==> config.mk <==
export PLATFORM = sky130hd
export DESIGN_NAME = booth_seq_64
export DESIGN_NICKNAME = d
export VERILOG_FILES = /design/src/rtl/booth_seq_64.sv
export SDC_FILE = /design/constraint.sdc
export NUM_CORES = 1
export LEC_CHECK = 0
export ABC_AREA = 1
export CORE_MARGIN = 1.5
export CORE_UTILIZATION = 41
export CTS_CLUSTER_SIZE = 28
export DETAILED_ROUTE_END_ITERATION = 16
export PLACE_DENSITY = 0.76
export SLEW_MARGIN = 10
export SYNTH_ARGS = -nofsm -noshare
export SYNTH_HDL_FRONTEND = slang
export SYNTH_SLANG_ARGS = --single-unit
==> constraint.sdc <==
create_clock -name clk -period 1.6 [get_ports clk]
set_input_delay 0.16 -clock clk [delete_from_list [all_inputs] [get_ports clk]]
set_output_delay 0.16 -clock clk [all_outputs]
set_load 0.05 [all_outputs]
==> src/rtl/booth_seq_64.sv <==
// Sequencer and working register for a 32x32 signed radix-2 Booth multiplier.
// Drives an external combinational partial-product adder and shifts its result back into P.
module booth_seq_64 (
    input  logic        clk,
    input  logic        rst_n,
    input  logic        start,
    input  logic [31:0] multiplicand,
    input  logic [31:0] multiplier,
    output logic [64:0] add_a,
    output logic [31:0] add_b,
    input  logic [64:0] add_r,
    output logic        busy,
    output logic        done,
    output logic [63:0] product,
    output logic        ovf
);

    // LOAD is the single settle cycle between operand capture and the first iteration,
    // which places done 33 clocks after the accepted start.
    typedef enum logic [1:0] {
        IDLE = 2'd0,
        LOAD = 2'd1,
        RUN  = 2'd2,
        DONE = 2'd3
    } state_t;

    state_t      state;
    state_t      state_nxt;
    logic [64:0] p;
    logic [31:0] m;
    logic [5:0]  cnt;
    logic        ovf_pend;
    logic [64:0] p_shifted;
    logic        last_iter;

    assign p_shifted = {add_r[64], add_r[64:1]};
    assign last_iter = (cnt == 6'd31);
    assign add_a     = p;

    always_ff @(posedge clk or negedge rst_n) begin
        if (!rst_n) begin
            state <= IDLE;
        end else begin
            state <= state_nxt;
        end
    end

    always_comb begin
        state_nxt = state;
        add_b     = 32'd0;
        busy      = (state != IDLE);
        done      = 1'b0;
        case (state)
            IDLE: begin
                if (start) begin
                    state_nxt = LOAD;
                end
            end
            LOAD: begin
                state_nxt = RUN;
            end
            RUN: begin
                case (p[1:0])
                    2'b01:   add_b = m;
                    2'b10:   add_b = ~m + 32'd1;
                    default: add_b = 32'd0;
                endcase
                if (last_iter) begin
                    state_nxt = DONE;
                end
            end
            DONE: begin
                done      = 1'b1;
                state_nxt = IDLE;
            end
            default: begin
                state_nxt = IDLE;
            end
        endcase
    end

    always_ff @(posedge clk or negedge rst_n) begin
        if (!rst_n) begin
            p        <= 65'd0;
            m        <= 32'd0;
            cnt      <= 6'd0;
            ovf_pend <= 1'b0;
            product  <= 64'd0;
            ovf      <= 1'b0;
        end else begin
            case (state)
                IDLE: begin
                    if (start) begin
                        p        <= {32'd0, multiplier, 1'b0};
                        m        <= multiplicand;
                        cnt      <= 6'd0;
                        ovf_pend <= (multiplicand == 32'h8000_0000) && (multiplier != 32'd0);
                    end
                end
                RUN: begin
                    p   <= p_shifted;
                    cnt <= cnt + 6'd1;
                    // -M of the most negative multiplicand wraps, so that case is flagged.
                    if (last_iter) begin
                        product <= p_shifted[64:1];
                        ovf     <= ovf_pend;
                    end
                end
                default: begin
                end
            endcase
        end
    end

endmodule

### Word-level counts from Yosys, hierarchy flattened

Index checks and enable logic that the tools add are counted.

| storage, ports and cells | value |
|---|---|
| input bits | 132 |
| flip-flop bits (word level) | 170 |

| operators by class | value |
|---|---|
| bitwise operators | 1 |
| mux-type cells | 10 |
| $add $sub $neg | 2 |
| reduce and logical (&&, ||, !) cells | 9 |
| eq/ne operators | 9 |

Operators with widths:

| cell | number |
|---|---|
| $pmux 65 s2 | 1 |
| $mux 65 | 1 |
| $pmux 32 s2 | 1 |
| $add 32x1->32 const B | 1 |
| $eq 32x32->1 const B | 1 |
| $mux 32 | 1 |
| $not 32->32 | 1 |
| $reduce_bool 32->1 | 1 |
| $pmux 6 s2 | 1 |
| $pmux 2 s4 | 1 |
| $reduce_and 2->1 | 4 |
| $add 6x1->6 const B | 1 |
| $eq 2x2->1 const B | 3 |
| $eq 6x5->1 const B | 1 |
| $mux 6 | 1 |
| $eq 2x1->1 const B | 2 |
| $mux 2 | 2 |
| $ne 2x2->1 const B | 2 |
| $reduce_bool 2->1 | 2 |
| $logic_not 2->1 | 1 |
| $logic_and 1x1->1 | 1 |
| $mux 1 | 1 |

### Longest topological paths before layout

Gate-level depths: netlist (run 1).

| logic depth | value |
|---|---|
| word-level depth | 4 |
| depth in mapped cells | 10 |
| mapped depth without buffers | 10 |

### Worst setup path before layout (run 1)

OpenSTA, ideal clock, no wires.

| path | value |
|---|---|
| path kind | register to output |
| from | register p[0], in the netlist add_a[0] |
| to | output add_b[9] |
| data required time | 1.440 ns |
| cell stages (with the launch flop) | 9 |
| arrival | 2.607 ns |
| setup slack | -1.167 ns |
| path through | dfrtp_1 > ha_1 > clkbuf_1 > inv_1 > o21ai_0 > nand2_1 > nor2_1 > nor2_1 > nor3_1 |

| between the ends | value |
|---|---|
| cells in the longest elaborated chain, start to end | 3 |
| elaborated cells between the ends (all ways) | 4 |
| those cells by class | 2 x eq/ne; 2 x mux |

RTL lines:

| element | line | RTL |
|---|---|---|
| from (decl) | 29 | `logic [64:0] p;` |
| from (signal assigned) | 94 | `p <= {32'd0, multiplier, 1'b0};` |
| from (signal assigned) | 101 | `p <= p_shifted;` |
| $eq 2x2->1 / $eq 2x1->1 (equally long branches) | 63 | `case (p[1:0])` |
| $pmux 32 s2 (*) | 63 |  |
| $mux 32 (*) | 53 | `case (state)` |
| to (decl) | 10 | `output logic [31:0] add_b,` |

Every way passes the cells marked *; elsewhere a longest branch is shown, timed or not.

### Worst setup path after layout (run 1)

| path | value |
|---|---|
| from | register m[1] |
| to | output add_b[12] |

| between the ends | value |
|---|---|
| cells in the longest elaborated chain, start to end | 4 |

RTL lines:

| element | line | RTL |
|---|---|---|
| from (decl) | 30 | `logic [31:0] m;` |
| from (signal assigned) | 95 | `m <= multiplicand;` |
| $not 32->32 | 65 | `2'b10: add_b = ~m + 32'd1;` |
| $add 32x1->32 | 65 |  |
| $pmux 32 s2 | 63 |  |
| $mux 32 | 53 |  |

Every way passes these cells.

==> results of run 1 <==
cells by family after synthesis:
family	synth area share, %
adder cells (fa/ha/maj)	1.07
AO/OA/AOI/OAI	12.7
buffers and inverters	7.59
multiplexers	4.68
flip-flops	51.6
AND/OR/NAND/NOR	22.4
layout make-up:
type                    instances  area [um2]  share of cell area (%)
multi-input cells             694        4950                    31.7
well taps                     265         332                    2.12
clock inverters                13         130                   0.832
repair buffers                466        5130                    32.8
flip-flops and latches        169        4240                    27.1
inverters                     102         410                    2.63
clock buffers                  19         443                    2.83
where the power goes:
group	switching, mW	internal [mW]	leakage, nW	total, mW
Combinational	12.8	9.14	4.84	22.0
Clock	1.94	2.12	0.273	4.06
Sequential	1.47	5.67	1.91	7.14
worst reg2reg max path: cells and delay by family (launching register included):
kind,cells,cell delay [ns]
flops,1,0.41
simple gates,1,0.04
compound gates,2,0.39
buf+inv,6,0.72
fa+ha+maj,1,0.16
sequential cells by signal, summed over array words and instances (netlist names):
signal,cells
m,32
cnt,6
ovf,1
ovf_pend,1
add_a,64
product,63
state,2
layout by cell type, fill, tap and decap left out, types with 31 or more instances in the layout:
master / synthesis / final
nor2_4: 0 / 31
nor2_2: 4 / 38
nand2_4: 0 / 41
buf_4: 2 / 219
inv_1: 100 / 89
buf_12: 0 / 64
o21ai_2: 0 / 42
nand2_2: 2 / 48
nor2_1: 128 / 63
mux2_2: 34 / 31
nand2_1: 279 / 192
clkdlybuf4s50_1: 0 / 129
o21ai_1: 14 / 38
dfrtp_1: 169 / 161
per-stage QoR:
step                      total power [mW]  setup TNS, ns  setup WS, ns
after floorplan                       16.3         -10.63        -0.413
after global placement                22.3          -6.94        -0.215
after detailed placement              22.6         -10.91        -0.266
after CTS                             30.5         -25.33        -0.634
after global routing                  34.6         -41.15        -0.716
final                                 33.2         -31.14        -0.641
worst max path at each step:
stage,startpoint,to,slack [ns],depth (start not counted)
after detailed placement,m[1],add_b[26],-0.27,9
after global placement,m[1],add_b[26],-0.22,9
after global routing,add_a[0],add_b[9],-0.72,8
after CTS,m[1],add_b[20],-0.63,11
final,m[1],add_b[12],-0.64,10
after floorplan,add_a[0],add_b[10],-0.41,6
routing by layer:
| metal | share of wire [%] | track usage, % |
|---|---|---|
| met5 | 0 | 0 |
| met4 | 4.1 | 11.6 |
| met3 | 9.1 | 7.72 |
| met2 | 50 | 50.7 |
| met1 | 37 | 38.4 |
timing repair:
item,in CTS,in global routing
setup endpoints to repair,148,180
hold buffers,1,0
pin swaps,41,42
hold endpoints to repair,169,0
cloned,17,6
resized for setup,233,227
buffers inserted,32,16
==> flow_metrics.tcl, run 1 <==
set metrics [dict create \
    r2r_slack_ns -0.22 \
    first_pass_iters 5 \
    yosys-top-cells-count "nand2_1, dfrtp_1, nor2_1, inv_1, o21ai_0" \
    period_needed_ns 2.24 \
    clk_latency_ns 0.43 \
    drc 0 \
    ant_nets 0 \
    dpl_cell_area_um2 12700 \
    numPortBuffers 294 \
    root_buffer "clkbuf_16" \
    fin_worst_skew_ns 0.0192 \
    die_h_um 144 \
    hold_path.class "input pin to asynchronous set/reset pin" \
    failed_checks "negative setup slack" \
    critPathArrivalTime_ns 2.08 \
    ys_seq_elements 169 \
    ios 296 \
    crit_required_ns 1.44 \
    max_freq_mhz 446 \
    r2r_end "add_a[6]" \
    power_density_nw_per_um2 2120 \
    cpPeakStageDelay_ns 0.42 \
    cap_violations 0 \
    cts_sinks 169 \
    timing.critical_path.buf_inv 4 \
    die_w_um 144 \
    yosys.area.top_type "dfrtp_1" \
    yosys.cell_types.count 32 \
    drt_iter0_markers 578 \
    startpoint_type "register" \
    finalInstanceArea_um2 15600 \
    area_delta_synth_final_pct 90.9 \
    ys_async_sr_fraction_pct 100 \
    synth_top_area_share_pct 51.6 \
    worstMarginPinSlew_ns 0.416 \
    tritoncts "built" \
    slew_violations 0 \
    grt_max_degree 60 \
    cpLargestDelayFamily "buffers and inverters" \
    grt_first_pass_wirelength_um 48200 \
    synth_area_um2 8190 \
    path_clk_slew_ns 0.07 \
    whs_ns 0.146 \
    synth-main-ff-cell "dfrtp_1" \
    cts_max_path_buffers 2 \
    routed-via-count 9197 \
    outcome "finished, violations left" \
    wirelength_um 34000 \
    htree_levels 4 \
    min_period_over_period_pct 140 \
    ys_top_cells_by_area "dfrtp_1, nand2_1, o21ai_0, nor2_1, mux2_2" \
    relSlewSlack_pct 72.0 \
    netlist_instances 1012 \
    via_per_inst 5.32 \
    irDropWorstVdd_v 0.00174 \
    grt_util_all_layers_pct 30.5 \
    layout_setup_ws_ns -0.641 \
    rsz0062_at_grt "true" \
    core_area_um2 19500 \
    setup.worst_path.class "register to output port" \
    hpwl_um 21100 \
    syn_area_per_cell_um2 8.09 \
    p_leak_nw 7.02 \
    die_area_um2 20800 \
    reg2reg_depth 10 \
    rr_startpoint "state[1]" \
    hold_viol 0 \
    grt_pass1_vias 9133 \
    worst-path-max-fanout 4 \
    path_cells "inv_2 > ha_4 > nand3_4 > inv_4 > nand2_4 > o21ai_2 > buf_6 > nand3_2 > a21oi_4 > buf_12" \
    antenna_found_initial 0 \
    stdcell_count 1728 \
    dp_cells 1635 \
    synth_edf_count 0 \
    finish.utilization_pct 80.1 \
    start_util_pct 41.9 \
    ys_seq_area_share_pct 51.6 \
    syn_nets 1151 \
    end_kind "output port" \
    finalSetupViolCount 157 \
    nFillCells 1139 \
    antenna_cells 0 \
    yosys_warnings 0 \
    layout-drive-gt1-share_pct 47.2 \
    cts_buffers 17 \
    gp_congestion 0.941 \
    cp_slowest_cell "dfrtp_1" \
    row_count 51 \
    wire_per_inst_um 19.7 \
    synthMostInstantiatedCell "nand2_1" \
    final_nets 1589 \
    grt-ovfl-total 0 \
]
(Power assumes the default switching activity.)
==> inputs of run 2 (changes only) <==
--- a/config.mk
+++ b/config.mk
@@ -6,7 +6,7 @@
 export NUM_CORES = 1
 export LEC_CHECK = 0
 export ABC_AREA = 1
-export CORE_MARGIN = 1.5
+export CORE_MARGIN = 4
 export CORE_UTILIZATION = 41
 export CTS_CLUSTER_SIZE = 28
 export DETAILED_ROUTE_END_ITERATION = 16
==> flow_metrics.tcl, run 2 (same netlist as run 1, synthesis figures left out) <==
set metrics [dict create \
    hpwl_um 22200 \
    period_needed_ns 2.25 \
    outcome "finished, violations left" \
    dp_cells 1635 \
    worstMarginPinSlew_ns 0.375 \
    ant_nets 0 \
    stdcell_count 1747 \
    p_leak_nw 7.01 \
    timing.critical_path.buf_inv 3 \
    worst-path-max-fanout 5 \
    die_area_um2 22300 \
    end_kind "output port" \
    cp_slowest_cell "dfrtp_1" \
    numPortBuffers 294 \
    row_count 51 \
    largest_reg_flops 64 \
    path_clk_slew_ns 0.07 \
    routed-via-count 9283 \
    failed_checks "negative setup slack" \
    irDropWorstVdd_v 0.00141 \
    cp_common_cell "nand2_2" \
    grt_util_all_layers_pct 28.9 \
    fin_worst_skew_ns 0.0190 \
    grt-ovfl-total 0 \
    drt_iter0_markers 590 \
    max_freq_mhz 445 \
    crit_required_ns 1.44 \
    final_nets 1607 \
    cap_violations 0 \
    root_buffer "clkbuf_16" \
    cpLargestDelayFamily "simple AND/OR/NAND/NOR gates" \
    layout_common_cells "buf_4, nand2_1, dfrtp_1" \
    cts_max_path_buffers 2 \
    grt_max_degree 61 \
    area_delta_synth_final_pct 90.4 \
    slew_violations 0 \
    gp_congestion 0.912 \
    hold_path.class "input pin to asynchronous set/reset pin" \
    cts_sinks 169 \
    clk_latency_ns 0.43 \
    tns_ns -44.91 \
    grt_pass1_vias 9460 \
    grt_first_pass_wirelength_um 50400 \
    htree_levels 4 \
    path_cells "inv_2 > ha_4 > nand3_4 > inv_2 > nand2_4 > nor2_4 > nand2_2 > nand2_2 > nand2_2 > a21oi_4 > buf_12" \
    die_w_um 149 \
    die_h_um 149 \
    via_per_inst 5.31 \
    min_period_over_period_pct 141 \
    ios 296 \
    hold_viol 0 \
    critPathArrivalTime_ns 2.09 \
    first_pass_iters 5 \
    tritoncts "built" \
    setup.worst_path.class "register to output port" \
    wirelength_um 35500 \
    antenna_found_initial 2 \
    cts_buffers 17 \
    cpPeakStageDelay_ns 0.38 \
    final_common_cell "buf_4" \
    power_density_nw_per_um2 2110 \
    layout_setup_ws_ns -0.648 \
    drc 0 \
    core_area_um2 19500 \
    layout-drive-gt1-share_pct 47.2 \
    finalSetupViolCount 161 \
    start_util_pct 41.9 \
    rsz0062_at_grt "true" \
    startpoint_type "register" \
    relSlewSlack_pct 74.7 \
    wire_per_inst_um 20.3 \
]
[run 2: cell count changes in the layout (fill, tap and decap cells not counted), moves of 3 or more]
cell	previous run	this run
buf_12	64	58
buf_4	219	243
buf_8	7	4
inv_1	89	85
inv_2	7	11
inv_8	5	1
nand2_1	192	195
nor2_1	63	69
nor2_4	31	24
o21ai_0	30	39
o21ai_1	38	35
o21ai_2	42	37
[run 2: path summary, 6_finish.rpt]
| path | startpoint | to | slack [ns] | cells after the start |
|---|---|---|---|---|
| max | m[0] | add_b[24] | -0.65 | 11 |
| max in group asynchronous | rst_n | add_a[39] | 0.77 | 3 |
| max reg2reg | state[0] | cnt[5] | -0.41 | 12 |
| min | rst_n | m[2] | 0.19 | 2 |
| min reg2reg | product[39] | product[39] | 0.49 | 2 |
| min in group clk | add_r[45] | add_a[44] | 0.29 | 3 |
[run 2: layer usage]
| layer | GRT usage [%] | wire length, um | vias up |
|---|---|---|---|
| met5 | 0 | 13 | - |
| met2 | 48.8 | 17900 | 470 |
| li1 | - | - | 4188 |
| met4 | 11.8 | 1330 | 2 |
| met3 | 8.17 | 3200 | 109 |
| met1 | 34.9 | 13000 | 4514 |
[run 2: area by class of cell]
cell class	count	area (um2)
Inverter	102	410
Tap cell	265	332
Clock buffer	20	457
Sequential cell	169	4240
Multi-Input combinational cell	694	4850
Antenna cell	1	2.50
Timing Repair Buffer	484	5190
Clock inverter	12	108
Fill cell	1154	3940
[run 2: worst reg2reg max path: cells and delay by family (launching register included)]
kind            cells  cell delay [ns]
compound gates      1             0.19
fa+ha+maj           1             0.19
flops               1             0.36
simple gates        4             0.45
buf+inv             6             0.69
[run 2: timing repair]
item | in CTS | in global routing
cloned | 17 | 8
endpoints found under the hold margin | 161 | 0
endpoints found under the setup margin | 151 | 171
setup buffers | 36 | 33
pin swaps | 36 | 30
hold buffers | 1 | 0
resized for setup | 217 | 215
[run 2: through the flow]
| step | worst slack (ns) | area [um2] | hold WS [ns] | utilization [%] | power, mW |
|---|---|---|---|---|---|
| finish | -0.648 | 15600 | 0.188 | 79.8 | 32.8 |
| global route | -0.744 | 15600 | 0.196 | 79.8 | 34.2 |
| CTS | -0.592 | 14500 | 0.196 | 74.5 | 30.2 |
| detailed placement | -0.251 | 12700 | 0.0588 | 65.0 | 22.8 |
| global placement | -0.215 | 12700 | 0.0614 | 65.0 | 22.6 |
| floorplan | -0.413 | 8710 | -0.136 | - | 16.3 |
[run 2: report_power, final]
part           leakage, nW  switching [mW]  internal, mW  total, mW
clock network        0.269            1.85          2.12       3.97
registers             1.91            1.35          5.67       7.02
logic                 4.83            12.7          9.07       21.8
==> inputs of run 3 (changes only) <==
--- a/config.mk
+++ b/config.mk
@@ -10,7 +10,9 @@
 export CORE_UTILIZATION = 41
 export CTS_CLUSTER_SIZE = 28
 export DETAILED_ROUTE_END_ITERATION = 16
+export HOLD_SLACK_MARGIN = 0.03
 export PLACE_DENSITY = 0.76
+export REMOVE_ABC_BUFFERS = 1
 export SLEW_MARGIN = 10
 export SYNTH_ARGS = -nofsm -noshare
 export SYNTH_HDL_FRONTEND = slang
==> flow_metrics.tcl, run 3 (same netlist as run 1, synthesis figures left out) <==
set metrics [dict create \
    row_count 51 \
    cap_violations 0 \
    relSlewSlack_pct 70.6 \
    irDropWorstVdd_v 0.00139 \
    worstMarginPinSlew_ns 0.440 \
    max_freq_mhz 432 \
    tns_ns -26.42 \
    start_util_pct 41.9 \
    min_period_over_period_pct 145 \
    ios 296 \
    die_area_um2 22300 \
    first_pass_iters 5 \
    startpoint_type "register" \
    ant_nets 0 \
    numPortBuffers 294 \
    rsz0062_at_grt "true" \
    nFillCells 1059 \
    die_w_um 149 \
    grt-ovfl-total 0 \
    tritoncts "built" \
    final_common_cell "buf_4" \
    die_h_um 149 \
    layout-drive-gt1-share_pct 50.0 \
    wire_per_inst_um 21.6 \
    finish.utilization_pct 81.0 \
    clk_latency_ns 0.43 \
    critPathArrivalTime_ns 2.15 \
    routed-via-count 9632 \
    grt_util_all_layers_pct 29.0 \
    period_needed_ns 2.31 \
    power_density_nw_per_um2 2140 \
    cts_buffers 17 \
    drc 0 \
    area_delta_synth_final_pct 93.2 \
    core_area_um2 19500 \
    grt_first_pass_wirelength_um 50600 \
    failed_checks "negative setup slack" \
    grt_max_degree 74 \
    grt_pass1_vias 9472 \
    drt_iter0_markers 668 \
    dp_slack_ns -0.373 \
    wirelength_um 37500 \
    hold_viol 0 \
    antenna_cells 0 \
    gp_congestion 0.873 \
    cts_sinks 169 \
    hold_path.class "input pin to asynchronous set/reset pin" \
    layout_common_cells "buf_4, nand2_1, dfrtp_1" \
    outcome "finished, violations left" \
    p_leak_nw 7.08 \
    via_per_inst 5.54 \
    whs_ns 0.173 \
    end_kind "output port" \
    path_clk_slew_ns 0.07 \
    largest_reg_flops 64 \
    htree_levels 4 \
    worst-path-max-fanout 5 \
    finalSetupViolCount 140 \
    hpwl_um 19700 \
    layout_setup_ws_ns -0.714 \
    antenna_found_initial 0 \
    slew_violations 0 \
    root_buffer "clkbuf_16" \
    cts_max_path_buffers 2 \
    fin_worst_skew_ns 0.0125 \
    setup.worst_path.class "register to output port" \
    crit_required_ns 1.44 \
    final_nets 1600 \
]
[run 3: changes by cell type in the layout (fill, tap and decap cells not counted), sizes merged]
cell | before | now
buf | 347 | 342
clkbuf | 27 | 23
clkinv | 3 | 4
clkinvlp | 5 | 2
diode | 1 | 0
inv | 106 | 110
[run 3: worst max-delay path, cell delays in order (launching register included)]
cell and delay, ns:
dfrtp_1 0.40, inv_2 0.11, ha_4 0.17, nand3_4 0.14, nor2_4 0.15, nand2_4 0.09, buf_6 0.13, nand2_2 0.05
nand2_2 0.05, a21oi_2 0.14, buf_4 0.15, buf_12 0.13
[run 3: path summary, 6_finish.rpt]
check	from	endpoint	slack, ns	cells after the start
setup / recovery	m[1]	add_b[14]	-0.71	11
hold / removal	rst_n	add_a[4]	0.17	2
setup reg to reg	state[0]	cnt[5]	-0.17	11
hold reg to reg	ovf_pend	ovf_pend	0.50	2
max in group asynchronous	rst_n	product[58]	0.71	3
min in group clk	multiplicand[7]	m[7]	0.30	3
[run 3: timing repair]
action / CTS / global route
pin swaps: 54 / 43
endpoints found under the hold margin: 157 / 0
buffers inserted: 35 / 19
gates cloned: 26 / 5
setup endpoints to repair: 184 / 198
resized for setup: 368 / 232
hold buffers: 1 / 0
[run 3: metal layers]
layer  track usage [%]  up-vias  share of wire [%]
li1                  -     4197                  -
met1              34.6     4685                 35
met2              51.0      574                 51
met3              6.23      176                7.7
met4              11.3        0                5.6
met5                 0        -                  0
[run 3: power by group]
| group | leakage (nW) | internal (mW) | total, mW | switching [mW] |
|---|---|---|---|---|
| clock network | 0.283 | 2.13 | 4.17 | 2.04 |
| logic | 4.89 | 9.41 | 22.4 | 13.0 |
| registers | 1.90 | 5.68 | 7.25 | 1.58 |
[run 3: layout make-up]
type                            instances  area [um2]  area share (%)
Clock inverter                         14         150           0.949
Multi-Input combinational cell        694        5010            31.7
Clock buffer                           18         439            2.78
Sequential cell                       169        4240            26.8
Tap cell                              265         332            2.10
Inverter                              102         412            2.60
Timing Repair Buffer                  477        5230            33.1
[run 3: stage by stage]
stage / instance area [um2] / total power [mW] / instances
detailed placement: 12200 / 21.3 / 1639
finish: 15800 / 33.9 / 1739
floorplan: 7950 / 14.8 / 965
global route: 15800 / 35.1 / 1739
global placement: 12200 / 21.1 / 1639
CTS: 14800 / 30.5 / 1730
